`src/rtl/sc_collatz_pkg.sv`:
```
// Shared constants and state encoding for the Collatz stepper.
// Imported by the stepper top and its arithmetic sub-block.
package sc_collatz_pkg;

    localparam int DATAWIDTH_DEF  = 8;
    localparam int COUNTWIDTH_DEF = 8;

    typedef enum logic [2:0] {
        ST_IDLE = 3'd0,
        ST_LOAD = 3'd1,
        ST_RUN  = 3'd2,
        ST_DONE = 3'd3,
        ST_ERR  = 3'd4
    } stateT;

endpackage

```
`src/rtl/sc_collatz_nextval.sv`:
```
// Combinational Collatz successor: v/2 for even v, 3v+1 for odd v.
// The 3v+1 sum is formed two bits wider so overflow can be flagged.
module sc_collatz_nextval
    import sc_collatz_pkg::*;
#(
    parameter int DATAWIDTH = DATAWIDTH_DEF
) (
    input  logic [DATAWIDTH-1:0] v,
    output logic [DATAWIDTH-1:0] next,
    output logic                 isOdd,
    output logic                 isOne,
    output logic                 isZero,
    output logic                 ovf
);

    logic [DATAWIDTH+1:0] triple;
    logic [DATAWIDTH+1:0] one;

    assign one    = {{(DATAWIDTH+1){1'b0}}, 1'b1};
    assign triple = {2'b00, v} + {1'b0, v, 1'b0} + one;

    assign isOdd  = v[0];
    assign isZero = (v == '0);
    assign isOne  = (v == {{(DATAWIDTH-1){1'b0}}, 1'b1});

    // Overflow only matters when the odd branch is actually taken.
    assign ovf  = isOdd & (|triple[DATAWIDTH+1:DATAWIDTH]);
    assign next = isOdd ? triple[DATAWIDTH-1:0] : (v >> 1);

endmodule

```
`src/rtl/sc_collatz_stepper.sv`:
```
// Collatz sequencer driving an external loadable register through its load port.
// Tracks step count and peak value; flags zero seed, overflow and counter saturation.
module sc_collatz_stepper
    import sc_collatz_pkg::*;
#(
    parameter int DATAWIDTH  = DATAWIDTH_DEF,
    parameter int COUNTWIDTH = COUNTWIDTH_DEF
) (
    input  logic                  SC_RegSHIFTER_CLOCK_50,
    input  logic                  SC_RegSHIFTER_RESET_InHigh,
    input  logic                  SC_STEPPER_start_InLow,
    input  logic [DATAWIDTH-1:0]  SC_STEPPER_seed_InBUS,
    input  logic [DATAWIDTH-1:0]  SC_STEPPER_reg_InBUS,
    output logic                  SC_STEPPER_load_OutLow,
    output logic [DATAWIDTH-1:0]  SC_STEPPER_next_OutBUS,
    output logic [COUNTWIDTH-1:0] SC_STEPPER_steps_OutBUS,
    output logic [DATAWIDTH-1:0]  SC_STEPPER_peak_OutBUS,
    output logic                  SC_STEPPER_busy_Out,
    output logic                  SC_STEPPER_done_Out,
    output logic                  SC_STEPPER_error_Out
);

    stateT                 stateQ;
    logic [DATAWIDTH-1:0]  seedQ;
    logic [COUNTWIDTH-1:0] stepsQ;
    logic [DATAWIDTH-1:0]  peakQ;
    logic                  doneQ;
    logic                  errorQ;

    logic [DATAWIDTH-1:0]  nextVal;
    logic                  isOdd;
    logic                  isOne;
    logic                  isZero;
    logic                  ovf;
    logic                  stepsFull;
    logic                  stepBad;
    logic                  stepOk;

    sc_collatz_nextval #(
        .DATAWIDTH(DATAWIDTH)
    ) uNextval (
        .v     (SC_STEPPER_reg_InBUS),
        .next  (nextVal),
        .isOdd (isOdd),
        .isOne (isOne),
        .isZero(isZero),
        .ovf   (ovf)
    );

    assign stepsFull = (stepsQ == {COUNTWIDTH{1'b1}});
    assign stepBad   = ~isZero & ~isOne & (ovf | stepsFull);
    assign stepOk    = ~isZero & ~isOne & ~ovf & ~stepsFull;

    always_comb begin
        SC_STEPPER_load_OutLow = 1'b1;
        SC_STEPPER_next_OutBUS = '0;
        if (stateQ == ST_LOAD) begin
            SC_STEPPER_load_OutLow = 1'b0;
            SC_STEPPER_next_OutBUS = seedQ;
        end else if (stateQ == ST_RUN && stepOk) begin
            SC_STEPPER_load_OutLow = 1'b0;
            SC_STEPPER_next_OutBUS = nextVal;
        end
    end

    always_ff @(posedge SC_RegSHIFTER_CLOCK_50 or posedge SC_RegSHIFTER_RESET_InHigh) begin
        if (SC_RegSHIFTER_RESET_InHigh) begin
            stateQ <= ST_IDLE;
            seedQ  <= '0;
            stepsQ <= '0;
            peakQ  <= '0;
            doneQ  <= 1'b0;
            errorQ <= 1'b0;
        end else begin
            unique case (stateQ)
                ST_LOAD: stateQ <= ST_RUN;
                ST_RUN: begin
                    // Conditions are disjoint and cover every value of v.
                    unique case (1'b1)
                        isZero: begin
                            stateQ <= ST_ERR;
                            errorQ <= 1'b1;
                        end
                        isOne: begin
                            stateQ <= ST_DONE;
                            doneQ  <= 1'b1;
                        end
                        stepBad: begin
                            stateQ <= ST_ERR;
                            errorQ <= 1'b1;
                        end
                        stepOk: begin
                            stepsQ <= stepsQ + 1'b1;
                            if (isOdd && nextVal > peakQ)
                                peakQ <= nextVal;
                        end
                    endcase
                end
                default: begin
                    if (!SC_STEPPER_start_InLow) begin
                        stateQ <= ST_LOAD;
                        seedQ  <= SC_STEPPER_seed_InBUS;
                        stepsQ <= '0;
                        peakQ  <= SC_STEPPER_seed_InBUS;
                        doneQ  <= 1'b0;
                        errorQ <= 1'b0;
                    end
                end
            endcase
        end
    end

    assign SC_STEPPER_busy_Out     = (stateQ == ST_LOAD) || (stateQ == ST_RUN);
    assign SC_STEPPER_steps_OutBUS = stepsQ;
    assign SC_STEPPER_peak_OutBUS  = peakQ;
    assign SC_STEPPER_done_Out     = doneQ;
    assign SC_STEPPER_error_Out    = errorQ;

endmodule

```
`config.mk`:
```
export PLATFORM = sky130hd
export DESIGN_NAME = sc_collatz_stepper
export DESIGN_NICKNAME = d
export VERILOG_FILES = /design/src/rtl/sc_collatz_pkg.sv /design/src/rtl/sc_collatz_nextval.sv /design/src/rtl/sc_collatz_stepper.sv
export SDC_FILE = /design/constraint.sdc
export NUM_CORES = 1
export LEC_CHECK = 0
export CORE_UTILIZATION = 52
export DETAILED_ROUTE_END_ITERATION = 12
export PLACE_DENSITY_LB_ADDON = 0.25
export SYNTH_ARGS = -nofsm -noshare
export SYNTH_HDL_FRONTEND = slang
export SYNTH_SLANG_ARGS = --single-unit
```
`constraint.sdc`:
```
create_clock -name SC_RegSHIFTER_CLOCK_50 -period 2.94 [get_ports SC_RegSHIFTER_CLOCK_50]
set_input_delay 0.294 -clock SC_RegSHIFTER_CLOCK_50 [delete_from_list [all_inputs] [get_ports SC_RegSHIFTER_CLOCK_50]]
set_output_delay 0.294 -clock SC_RegSHIFTER_CLOCK_50 [all_outputs]
set_load 0.005 [all_outputs]
```
==> metrics.cfg <==
[global_routing]
grt_pass1_wl_um=14400
grt_usage=0.383
grt_antenna_before_repair=0
grt_max_degree=30
grt_pass1_vias=2876
overflow=0

[yosys]
synth.cell_area_um2=2360
synth.net_count=315
synth_enable_flop_cells=0
ys_warn_count=0
synth.avg_cell_area_um2=8.73
ys_ff_latch=29
ys_seq_area_frac=0.308
synth_top_area_share=0.308
synth_flop_cell=dfrtp_1
netlist_instances=270
ys_types=49
synthMostInstantiatedCell=dfrtp_1
synth_common_cells=dfrtp_1 (29), ha_1 (25), inv_1 (25), nand2_1 (22), o21ai_0 (22)
synthTopCellsByArea=dfrtp_1 (31%), ha_1 (13%), o21ai_0 (4.7%), a21oi_1 (4.2%), mux2i_1 (4.2%)
async_flop_share=1.00
synth_area_leader_cell=dfrtp_1

[detailed_routing]
drt-initial-drc-count=393
num_vias=3050
avgViaCountPerCell=6.90
wire_per_inst_um=25.4
drtPass1Iterations=10
drc=1
postRouteAntennaNets=0
routed_wl_um=11200

[timing]
setup_viol=12
rsz0062_at_grt=yes
hold_ws_ps=383
fin_worst_skew_ps=9.30
fin_ws_ps=-201
finalCriticalPeriod_ps=3140
post-route-period-util=1.07
hold_viol=0
timing.slew.headroom=0.602
max_freq_mhz=318
finalMaxSlewViolations=0
tightest_slew_ps=597

[clock_tree]
cts_htree_levels=2
clockBufferDepth=2
insertion_delay_ps=290
cts.clk_slew.worst_paths_ps=70
clkSinkCount=29
cts_tree=yes
cts_root_buf=clkbuf_8
numCtsBuffers=5

[worst_setup_path]
reg2reg_from=SC_STEPPER_steps_OutBUS[1]
crit_chain=buf_2, buf_6, ha_4, buf_4, buf_4, a21oi_1, nor2_1, a211oi_2, o22ai_2, ha_1, a21o_1, a21oi_2, o211a_1, o31ai_4, a31o_4, mux2_4
crit_slowest_cell=mux2_4
start_kind=primary input
critPathMostFrequentCell=buf_4
cp.arrival_ps=3310
critPathMaxFanout=6
setup.worst_path.start=SC_STEPPER_reg_InBUS[3]
required_ps=3100
worstSetupPathType=primary input to flip-flop
cp-end-kind=flip-flop
cpPeakStageDelay_ps=320

[placement]
dp_cells=403
gp_congestion=0.940
numPortBuffers=46
hpwl_um=4940
place_ws_ps=-714

[finish]
n_antenna_cell=0
nNetsFinal=434
finalNonFillerCells=442
areaGrowthSynthToFinish_pct=66.8
final_core_util=0.903
drive_above_1_share=0.431

[floorplanning]
rows=24
core_area_um2=4350
start_util=0.541
dieWidth_um=69.3
die_h_um=69.3
dieArea_um2=4810
pin_count=47

[flow_run]
maxCapViolCount=0

[pwr]
ir_drop_mv=0.356
leakage_nw=1.86
p_per_area_nw_per_um2=793

[hold_path]
hold_path_class=primary input to asynchronous set/reset pin

[status]
violations=design-rule violations, negative setup slack
status=complete, but fails checks

critical path: cells and delay by family:
| family | cells | cell delay [ps] |
|---|---|---|
| compound gates | 8 | 1640 |
| fa+ha+maj | 2 | 410 |
| buf+inv | 4 | 550 |
| mux | 1 | 320 |
| simple gates | 1 | 90 |
routing by layer:
| metal | routed length [µm] | track usage | vias to the layer above | part of all wire |
|---|---|---|---|---|
| met5 | 0 | 0 | - | 0 |
| met4 | 930 | 0.231 | 0 | 0.083 |
| met3 | 1170 | 0.0756 | 102 | 0.10 |
| met2 | 5390 | 0.666 | 325 | 0.48 |
| met1 | 3750 | 0.430 | 1406 | 0.33 |
| li1 | - | - | 1217 | - |
repair_timing:
action | in CTS | in global routing
pin swaps | 33 | 15
hold endpoints to repair | 0 | 0
resized for setup | 94 | 43
hold buffers | 0 | 0
setup buffers | 22 | 9
gates cloned | 0 | 0
setup endpoints to repair | 17 | 16
through the flow:
stage	total power (W)	TNS (ps)	area [µm²]
2_1_floorplan	0.00143	0	2400
3_3_place_gp	0.00199	-9350	3210
6_report	0.00312	-1640	3930
3_5_place_dp	0.00204	-10760	3210
4_1_cts	0.00268	0	3740
5_1_grt	0.00321	-1510	3930
area by class of cell:
cell class	count	area (µm²)
clock buffers	7	86.3
inverters	25	104
fillers	184	422
flip-flops and latches	29	726
repair buffers	124	1040
multi-input cells	204	1880
clock inverters	1	30.0
well taps	52	65.1
power breakdown:
part           switching [W]  internal (W)
clock               0.000166      0.000276
sequential          0.000150      0.000550
combinational        0.00102      0.000958
total                0.00133       0.00178
cells by family after synthesis:
family,count (synthesis),synth area share
AOI/OAI and AO/OA,78,0.205
and+or+nand+nor,75,0.169
buffers and inverters,37,0.0653
DFF,29,0.308
adders and majority gates,26,0.141
muxes,22,0.0998
xor gates and xnor gates,3,0.0111
path summary, 6_finish.rpt:
kind,end,slack [ps],cells past startpoint
min reg2reg,seedQ[5],520,1
max reg2reg,SC_STEPPER_peak_OutBUS[0],170,10
max,SC_STEPPER_peak_OutBUS[0],-200,16
min,seedQ[7],380,3
max in group asynchronous,SC_STEPPER_peak_OutBUS[1],2270,3
min in group SC_RegSHIFTER_CLOCK_50,seedQ[5],520,1
sequential cells by signal (all words and copies together), names as in the netlist:
| name | cells |
|---|---|
| stateQ | 3 |
| SC_STEPPER_done_Out | 1 |
| SC_STEPPER_steps_OutBUS | 8 |
| SC_STEPPER_error_Out | 1 |
| seedQ | 8 |
| SC_STEPPER_peak_OutBUS | 8 |
placed cells by master (no fill, tap or decap), types with 8 or more instances in the layout:
cell and count:
nand2_1 22, mux2_2 8, a21oi_1 14, ha_4 14, inv_1 20, ha_1 9
nor2_1 15, clkdlybuf4s50_1 29, a31oi_1 10, mux2i_1 9, o21ai_0 10, dfrtp_1 29
buf_4 72
(Power assumes the default switching activity.)
